===== src/rtl/fp_add_arbiter.sv =====
// fp_add_arbiter: round-robin scheduler sharing one external combinational FP adder
module fp_add_arbiter #(
  parameter int NUM_REQ = 4,
  parameter int N = 32,
  parameter int IDW = ($clog2(NUM_REQ) > 1) ? $clog2(NUM_REQ) : 1
) (
  input  logic                 clk,
  input  logic                 rst_n,
  input  logic [NUM_REQ-1:0]   req_valid,
  output logic [NUM_REQ-1:0]   req_ready,
  input  logic [NUM_REQ*N-1:0] req_a,
  input  logic [NUM_REQ*N-1:0] req_b,
  input  logic [NUM_REQ-1:0]   req_sub,
  output logic                 rsp_valid,
  input  logic                 rsp_ready,
  output logic [N-1:0]         rsp_data,
  output logic [IDW-1:0]       rsp_id,
  output logic [N-1:0]         fpa_in1,
  output logic [N-1:0]         fpa_in2,
  input  logic [N-1:0]         fpa_result,
  output logic                 busy
);
  typedef enum logic [1:0] {IDLE, EXEC, HOLD} state_t;
  state_t state_q, state_d;
  logic [IDW-1:0] last_grant_q, last_grant_d, cur_id_q, cur_id_d, rsp_id_q, rsp_id_d;
  logic [IDW-1:0] gnt_id, idx;
  logic [N-1:0] fpa_in1_q, fpa_in1_d, fpa_in2_q, fpa_in2_d, rsp_data_q, rsp_data_d;
  logic rsp_valid_q, rsp_valid_d, found;
  logic [N-1:0] a_arr [NUM_REQ];
  logic [N-1:0] b_arr [NUM_REQ];
  for (genvar i = 0; i < NUM_REQ; i++) begin : g_unpack
    assign a_arr[i] = req_a[i*N +: N];
    assign b_arr[i] = req_b[i*N +: N];
  end
  // first valid requester after the last grant, wrapping
  always_comb begin
    found = 1'b0;
    gnt_id = last_grant_q;
    idx = '0;
    for (int k = 1; k <= NUM_REQ; k++) begin
      idx = IDW'((int'(last_grant_q) + k) % NUM_REQ);
      if (!found && req_valid[idx]) begin
        found = 1'b1;
        gnt_id = idx;
      end
    end
  end
  assign req_ready = (rst_n && state_q == IDLE && found) ? NUM_REQ'(1) << gnt_id : '0;
  always_comb begin
    state_d = state_q;
    last_grant_d = last_grant_q;
    cur_id_d = cur_id_q;
    fpa_in1_d = fpa_in1_q;
    fpa_in2_d = fpa_in2_q;
    rsp_data_d = rsp_data_q;
    rsp_id_d = rsp_id_q;
    rsp_valid_d = rsp_valid_q;
    if (state_q == IDLE && found) begin
      fpa_in1_d = a_arr[gnt_id];
      fpa_in2_d = b_arr[gnt_id] ^ {req_sub[gnt_id], {(N-1){1'b0}}};
      cur_id_d = gnt_id;
      last_grant_d = gnt_id;
      state_d = EXEC;
    end else if (state_q == EXEC) begin
      rsp_data_d = fpa_result;
      rsp_id_d = cur_id_q;
      rsp_valid_d = 1'b1;
      state_d = HOLD;
    end else if (state_q == HOLD && rsp_ready) begin
      rsp_valid_d = 1'b0;
      state_d = IDLE;
    end
  end
  always_ff @(posedge clk or negedge rst_n) begin
    if (!rst_n) begin
      state_q <= IDLE;
      last_grant_q <= IDW'(NUM_REQ - 1);
      cur_id_q <= '0;
      fpa_in1_q <= '0;
      fpa_in2_q <= '0;
      rsp_data_q <= '0;
      rsp_id_q <= '0;
      rsp_valid_q <= 1'b0;
    end else begin
      state_q <= state_d;
      last_grant_q <= last_grant_d;
      cur_id_q <= cur_id_d;
      fpa_in1_q <= fpa_in1_d;
      fpa_in2_q <= fpa_in2_d;
      rsp_data_q <= rsp_data_d;
      rsp_id_q <= rsp_id_d;
      rsp_valid_q <= rsp_valid_d;
    end
  end
  assign fpa_in1 = fpa_in1_q;
  assign fpa_in2 = fpa_in2_q;
  assign rsp_data = rsp_data_q;
  assign rsp_id = rsp_id_q;
  assign rsp_valid = rsp_valid_q;
  assign busy = state_q != IDLE;
endmodule

===== config.mk =====
export PLATFORM = sky130hd
export DESIGN_NAME = fp_add_arbiter
export DESIGN_NICKNAME = d
export VERILOG_FILES = /design/src/rtl/fp_add_arbiter.sv
export SDC_FILE = /design/constraint.sdc
export NUM_CORES = 1
export LEC_CHECK = 0
export ABC_AREA = 1
export BUFFER_PORTS_ARGS = -buffer_cell sky130_fd_sc_hd__buf_2
export CAP_MARGIN = 20
export CORE_AREA = 4 4 153 155
export DETAILED_ROUTE_END_ITERATION = 10
export DIE_AREA = 0 0 157 159
export REMOVE_ABC_BUFFERS = 1
export SLEW_MARGIN = 10
export SYNTH_ARGS = -nofsm -noshare
export SYNTH_HDL_FRONTEND = slang
export SYNTH_SLANG_ARGS = --single-unit

===== constraint.sdc =====
create_clock -name clk -period 2.2 [get_ports clk]
set_input_delay 0.22 -clock clk [delete_from_list [all_inputs] [get_ports clk]]
set_output_delay 0.22 -clock clk [all_outputs]
set_load 0.01 [all_outputs]

== Yosys cells after proc, flatten, opt, wreduce, memory -nomap -nowiden ==
Cells that the tools add are included.
W data, S select, Z words.
Word-level totals
  bits in registers: 105
Operators by class
  multiplexer cells: 30
  add/subtract/negate cells: 4
  bitwise logic cells: 3
  equal/unequal tests: 2
  shift operators: 1
  reductions and logical operators: 16
  magnitude comparators: 6
Operators with widths (number)
  $bmux W32 S2: 2
  $mux W32: 4
  $xor A32 B32 Y32: 1
  $lt A2 B3 Y1 const B: 5
  $mux W2: 7
  $mux W1: 11
  $bmux W1 S2: 5
  $logic_and A1 B1 Y1: 7
  $add A2 B1 Y2 const B: 2
  $add A2 B2 Y2 const B: 2
  $mux W4: 1
  $reduce_and A2 Y1: 2
  $reduce_bool A2 Y1: 2
  $shl A1 B2 Y4 const A: 1
  $ge A3 B3 Y1 const B: 1
  $logic_not A1 Y1: 3
  $not A2 Y3: 1
  $reduce_bool A3 Y1: 1
  $eq A2 B1 Y1 const B: 1
  $eq A2 B2 Y1 const B: 1
  $logic_not A2 Y1: 1
  $not A1 Y1: 1

== Longest topological paths before layout ==
Gate-level depths: netlist of the first run.
  depth in word-level cells: 18
  gate-level depth with buffers: 18
  depth with buffers taken out: 15

== Worst setup path after synthesis of the first run ==
Ideal clock, no wire load.
  path kind: register to output
  from: register last_grant_q[0]
  to: output req_ready[0]
  data arrival time: 1867 ps
  required time: 1980 ps
  buffers on the path: 3
  slack: 113 ps
  cell stages (with the launch flop): 14
  cell sequence: dfstp_2 buf_6 inv_6 nand2_1 nand2_2 nand2_1 nand2_2 o21ai_1 nand2_1 nand2_1 nand2_1 buf_4 buf_4 nor3_1
On the way
  longest elaborated chain between the ends: 15
  elaborated cells on any way between the ends: 29
  those cells by class: add/sub: 4; shift: 1; mux: 17; reduce/logical: 7
Ends and longest elaborated chain
  start: declaration: line 25  | logic [IDW-1:0] last_grant_q, last_grant_d, cur_id_q, cur_id_d, rsp_id_q, rsp_id_d;
  start signal: assignment: line 77  | last_grant_q <= IDW'(NUM_REQ - 1);
  start signal: assignment: line 86  | last_grant_q <= last_grant_d;
  $add A2 B1 Y2: line 41  | idx = IDW'((int'(last_grant_q) + k) % NUM_REQ);
  $bmux W1 S2: line 42  | if (!found && req_valid[idx]) begin
  $mux W1 (not written as such): line 42
  $mux W1: line 42
  $logic_not A1 Y1: line 42
  $logic_and A1 B1 Y1: line 42
  $mux W1: line 42
  $logic_not A1 Y1: line 42
  $logic_and A1 B1 Y1: line 42
  $mux W1: line 42
  $logic_not A1 Y1: line 42
  $logic_and A1 B1 Y1: line 42
  $mux W2 / $mux W1 (equally long branches): line 42
  $shl A1 B2 Y4 / $logic_and A1 B1 Y1 (equally long branches): line 48  | assign req_ready = (rst_n && state_q == IDLE && found) ? NUM_REQ'(1) << gnt_id : '0;
  $mux W4 (*): line 48
  end: declaration: line 10  | output logic [NUM_REQ-1:0] req_ready,
Every way passes the cells marked *; elsewhere a longest branch is shown, timed or not. The select of a mux whose other input is x is not followed.

== Worst setup path in the final report of the first run ==
  from: register last_grant_q[0]
  to: output req_ready[2]
Same word-level chain as after synthesis.

==> metrics.cfg, run 1 <==
[outcome]
status = finished, violations left
violations = setup timing

[global_route]
antenna_found_initial = 3
grt_remaining_overflow = 0
grt_pass1_wl_um = 41300
grt_max_degree = 106
grt_pass1_vias = 7644
grtUsageTotal_pct = 21.0

[clocking]
cts_buffers = 9
path_clk_slew_ns = 0.09
root_buffer = clkbuf_16
cts.path.max_buffers = 2
numClockSinks = 105
insertion_delay_ns = 0.35
tritoncts = yes
htreeDepth = 3

[critical_path]
cp_slowest_cell = dfstp_2
critPathLaunchType = flop
worst_ep_required_time_ns = 1.98
crit_chain = buf_6 -> nand2_4 -> nand2_4 -> nand2_4 -> nand2_4 -> nand3_4 -> buf_6 -> nand3_2 -> nand2_4 -> buf_12 -> nor3_4 -> buf_2
crit_buf_inv = 4
reg2reg_slack_ns = -0.12
max_stage_delay_ns = 0.60
cp_top_family = simple AND/OR/NAND/NOR gates
critPathMaxFanout = 5
critPathKind = reg -> out
cpMostUsedCell = nand2_4
endpoint_kind = output pin
cp.arrival_ns = 2.23

[timing]
finalCriticalPeriod_ns = 2.45
setup_viol_count_final = 70
finalHoldViolCount = 0
fin_ws_ns = -0.246
drv_slew = 0
timing.hold.ws_ns = 0.0129
fin_crit_sh_pct = 111
fmax_ghz = 0.409
rsz0062_at_grt = yes
maxSlewHeadroom_pct = 61.1
worst_slew_pin_slew_ns = 0.583
fin_skew_ns = 0.0149

[finish]
syn_to_final_growth_pct = 55.5
drive_above_1_share_pct = 39.1
final_nets = 1778

[place]
port_buffers = 402
dpl.hpwl_um = 18400
gp_congestion = 0.787

[synth]
synthAdderAreaFrac_pct = 0
syn_inst = 1050
yosys.area_share.simple_pct = 47.0
synth.area.mux_share_pct = 5.37
synth.avg_cell_area_um2 = 6.39
synth_compound_area_share_pct = 0.969
ys_ff_latch = 105
ys_types = 26
synth_top_family_by_area = simple AND/OR/NAND/NOR gates
syn_area_um2 = 6710
ys_warn_count = 0
yosysSeqAreaShare_pct = 39.2
synth_xor_area_share_pct = 0.522

[pwr]
p_leak_nw = 6.47
power_density_nw_per_um2 = 473
peakVddDrop_uv = 473
fin_total_pwr_mw = 4.94

[die]
die_area_um2 = 25000
num_rows = 54
initial_core_util_pct = 30.8
boundaryPins = 403
coreArea_um2 = 21800
fp.dieH_um = 159
fp.dieW_um = 157

[route]
drtPass1Iterations = 6
drc = 0
dr.first_iter.drc_count = 425
wire_per_inst_um = 16.6
via_per_inst = 4.54
wirelength_um = 29400
ant_nets = 0
vias = 8016

[run]
maxCapViolCount = 0

[hold_path]
hold_class = in -> async

where the power goes:
group / leakage (nW) / total (mW) / internal, mW / switching [mW]
registers: 1.36 / 1.97 / 1.96 / 0.0134
logic: 4.96 / 1.33 / 0.642 / 0.684
clock network: 0.147 / 1.64 / 0.828 / 0.811
cell families after synthesis:
group / after synthesis
AOI/OAI and AO/OA: 13
xor gates and xnor gates: 4
buffers and inverters: 71
DFF: 105
muxes: 32
and+or+nand+nor: 825
sequential cells by signal, summed over array words and instances (netlist names):
| register | cells |
|---|---|
| fpa_in2 | 32 |
| fpa_in1 | 32 |
| last_grant_q | 2 |
| rsp_valid | 1 |
| state_q | 2 |
| rsp_id | 2 |
| rsp_data | 32 |
| cur_id_q | 2 |
metal layers:
layer | share of wire [%] | up-vias | track usage, %
met5 | 0.044 | - | 0
met3 | 5.6 | 43 | 3.67
met1 | 42 | 3634 | 27.3
li1 | - | 4046 | -
met4 | 2.3 | 2 | 5.80
met2 | 50 | 291 | 35.9
worst paths after layout:
check | startpoint | endpoint | cells after the start
worst max-delay path | last_grant_q[0] | req_ready[2] | 12
worst min-delay path | rst_n | fpa_in2[14] | 2
worst max register to register | last_grant_q[0] | fpa_in2[31] | 16
worst min register to register | fpa_in1[19] | fpa_in1[19] | 2
max in group asynchronous | rst_n | rsp_id[0] | 2
min in group clk | rsp_ready | state_q[1] | 2
through the flow:
| stage | util, % | area, um^2 | std cells | worst slack [ns] | TNS [ns] |
|---|---|---|---|---|---|
| floorplan | - | 6290 | 990 | -1.33 | -65.14 |
| global placement | 40.9 | 8920 | 1690 | 0.0642 | 0 |
| detailed placement | 40.9 | 8920 | 1690 | 0.00929 | 0 |
| CTS | 45.7 | 9970 | 1748 | -0.148 | -1.04 |
| global route | 47.8 | 10400 | 1766 | -0.369 | -14.65 |
| finish | 47.8 | 10400 | 1766 | -0.246 | -5.28 |
synthesized netlist by cell type, drive strengths merged:
master  instances  area [um^2]
a21oi           2         10.0
xnor2           4         35.0
nor2            2         7.51
clkbuf         12         45.0
nand2         804         3040
mux2           32          360
nand4           1         6.26
clkinv          1         3.75
o21ai          11         55.1
inv            10         45.1
nor3            4         20.0
dfrtp         103         2580
dfstp           2         52.6
nand3          13         70.1
buf            48          377
or2             1         6.26
cells in the final DEF (no fill, tap or decap), types with 4 or more instances in the layout:
master | synthesis | final
nand2_1 | 794 | 770
buf_2 | 10 | 401
dfrtp_1 | 103 | 103
mux2_2 | 32 | 32
buf_4 | 20 | 32
nand2_4 | 0 | 20
clkbuf_16 | 0 | 17
buf_12 | 0 | 12
nand2_2 | 10 | 11
o21ai_0 | 10 | 10
buf_16 | 0 | 10
buf_6 | 10 | 10
nand3_1 | 12 | 7
inv_1 | 6 | 6
clkinv_4 | 0 | 4
xnor2_1 | 4 | 4
layout make-up:
type / count / area (um^2)
fillers: 2248 / 11400
multi-input cells: 874 / 3910
repair buffers: 478 / 3190
flip-flops and latches: 105 / 2630
well taps: 280 / 350
clock buffers: 10 / 239
inverters: 11 / 61.3
clock inverters: 6 / 57.6
diodes: 2 / 5.00
worst register-to-register path: cells and delay by family, from the launching register on:
| kind | cells | cell delay, ns |
|---|---|---|
| DFF | 1 | 0.60 |
| and+or+nand+nor | 10 | 0.87 |
| buffers and inverters | 6 | 0.79 |
what timing repair did:
item                       in CTS  in global routing
gates resized for setup        59                 47
hold buffers                    0                  0
pin swaps                      18                 11
setup buffers                  32                  7
cloned                         10                  9
setup endpoints to repair       9                 72
No activity file was read; power rests on OpenSTA's default activity.
==> run 2: changes to the inputs <==
==> constraint.sdc (replaced) <==
create_clock -name clk -period 2.2 [get_ports clk]
set_input_delay 0.44 -clock clk [delete_from_list [all_inputs] [get_ports clk]]
set_output_delay 0.44 -clock clk [all_outputs]
set_load 0.01 [all_outputs]
==> metrics.cfg, run 2 (synthesized netlist as in run 1, its figures left out) <==
[outcome]
status = finished, violations left
violations = setup timing

[pwr]
sw_frac_of_total_pct = 29.9  ; -0.69 points
clock_power_share_pct = 32.8  ; -0.4 points
power_density_nw_per_um2 = 467  ; -1.3%
peakVddDrop_uv = 278  ; -41%
power.switching_mw = 1.44  ; -4.3%
seqPwrFrac_pct = 40.8  ; +0.9 points
p_comb_share_pct = 26.5  ; -0.4 points
fin_total_pwr_mw = 4.83  ; -2.1%
p_int_mw = 3.39  ; -1.1%
p_leak_nw = 6.44  ; -0.35%

[finish]
syn_to_final_growth_pct = 54.2
postLayoutCellArea_um2 = 10400  ; -0.80%
final_nets = 1771  ; -0.39%
layout_commonest_cell = nand2_1
utilization_pct = 47.4  ; -0.38 points
drive_above_1_share_pct = 39.3  ; +0.25 points
final_cell_mix = 764 x nand2_1, 401 x buf_2, 103 x dfrtp_1, 32 x mux2_2, 30 x buf_4
fin_cells = 1760  ; -0.34%

[global_route]
grtUsageTotal_pct = 20.6  ; -0.44 points
antenna_found_initial = 3  ; unchanged
grt_remaining_overflow = 0  ; unchanged
grt_pass1_vias = 7458  ; -2.4%
grt_max_degree = 106  ; unchanged
grt_pass1_wl_um = 40900  ; -1.2%

[critical_path]
endpoint_kind = output pin
rr_startpoint = last_grant_q[0]
regToRegEndpoint = fpa_in2[14]
critPathKind = reg -> out
critPathLaunchType = flop
critPathMaxFanout = 5  ; unchanged
reg2reg_slack_ns = -0.31  ; -0.19 ns
cp.arrival_ns = 2.16  ; -0.07 ns
worst_ep_required_time_ns = 1.76  ; -0.22 ns
r2r_cells = 20  ; +4

[place]
port_buffers = 402  ; unchanged
gp_congestion = 0.850  ; +8.0%
dpl.hpwl_um = 18700  ; +1.4%
place_ws_ns = -0.0626  ; -0.0719 ns
placed_cell_area_um2 = 9010  ; +1.0%
place_inst = 1702  ; +0.71%

[die]
num_rows = 54  ; unchanged
initial_core_util_pct = 30.8  ; unchanged
fp.dieH_um = 159  ; unchanged
fp.dieW_um = 157  ; unchanged
boundaryPins = 403  ; unchanged
die_area_um2 = 25000  ; unchanged
coreArea_um2 = 21800  ; unchanged

[route]
drtPass1Iterations = 5  ; -1
wire_per_inst_um = 15.4  ; -7.3%
wirelength_um = 27100  ; -7.6%
via_per_inst = 4.46  ; -1.6%
vias = 7858  ; -2.0%
drc = 0  ; unchanged
ant_nets = 0  ; unchanged
dr.first_iter.drc_count = 488  ; +15%

[timing]
worst_slew_pin_slew_ns = 0.566  ; -0.0174 ns
fin_skew_ns = 0.0126  ; -0.00234 ns
setup_viol_count_final = 70  ; unchanged
drv_slew = 0  ; unchanged
rsz0062_at_grt = yes
fin_crit_sh_pct = 118  ; +6.8 points
fmax_ghz = 0.385  ; -5.8%
fin_tns_setup_ns = -15.45  ; -10.17 ns
finalCriticalPeriod_ns = 2.60  ; +0.150 ns
finalHoldViolCount = 0  ; unchanged
maxSlewHeadroom_pct = 62.3  ; +1.2 points
timing.hold.ws_ns = 0.203  ; +0.190 ns
fin_ws_ns = -0.396  ; -0.150 ns

[clocking]
insertion_delay_ns = 0.35  ; about the same
tritoncts = yes
htreeDepth = 3  ; unchanged
root_buffer = clkbuf_16
numClockSinks = 105  ; unchanged
cts.path.max_buffers = 2  ; unchanged
path_clk_slew_ns = 0.08  ; about the same
cts_buffers = 9  ; unchanged
cts_hold_buf = 0  ; unchanged

[hold_path]
hold_class = in -> async

[run]
maxCapViolCount = 0  ; unchanged

-- run 2: changes by cell type in the layout (fill, tap and decap cells not counted), sizes merged --
cell / before / now
buf: 468 / 465
clkbuf: 18 / 11
diode: 2 / 3
inv: 13 / 9
clkinv: 4 / 8
bufbuf: 2 / 5
-- run 2: cell type report --
type | instances | area, um^2
antenna | 3 | 7.51
clock buffer | 10 | 229
clock inverter | 6 | 67.6
fill | 2256 | 11500
inverter | 11 | 62.6
multi-input combinational | 874 | 3900
sequential | 105 | 2630
tap | 280 | 350
timing repair buffer | 471 | 3100
-- run 2: worst max-delay path: stages (launching register included) --
cell and delay, ns:
dfstp_2 0.57, buf_12 0.13, nand2_1 0.10, nand2_4 0.12, nand2_4 0.07, nand2_4 0.09
inv_6 0.05, nand3_4 0.08, clkinv_2 0.08, nand2_2 0.08, nand2_4 0.09, nor3_2 0.19
buf_2 0.15
-- run 2: worst max path at each step --
stage / cells past startpoint / startpoint / end
after floorplan: 8 / last_grant_q[0] / req_ready[0]
after global placement: 14 / last_grant_q[0] / fpa_in1[7]
after detailed placement: 14 / last_grant_q[0] / fpa_in1[7]
after CTS: 11 / last_grant_q[0] / req_ready[0]
after global routing: 12 / last_grant_q[0] / req_ready[1]
final: 12 / last_grant_q[0] / req_ready[1]
-- run 2: what timing repair did --
item,CTS,global route
cloned,13,1
hold endpoints to repair,0,0
pin swaps,7,17
buffers inserted,21,4
endpoints found under the setup margin,50,72
gates resized for setup,59,53
-- run 2: layer usage --
layer | GRT usage, % | vias to the layer above | part of all wire [%]
met5 | 0 | - | 0
met4 | 4.73 | 0 | 1.4
met1 | 27.7 | 3540 | 43
li1 | - | 4022 | -
met2 | 34.9 | 272 | 50
met3 | 3.13 | 24 | 5.9
-- run 2: power by group through the flow --
| stage | Sequential [mW] | Clock (mW) | Combinational [mW] |
|---|---|---|---|
| 3_3_place_gp | 2.01 | 0 | 1.02 |
| 2_1_floorplan | 2.03 | 0 | 0.482 |
| 3_5_place_dp | 2.01 | 0 | 1.02 |
| 5_1_grt | 1.97 | 1.74 | 1.43 |
| 6_report | 1.97 | 1.58 | 1.28 |
| 4_1_cts | 1.97 | 1.66 | 1.25 |
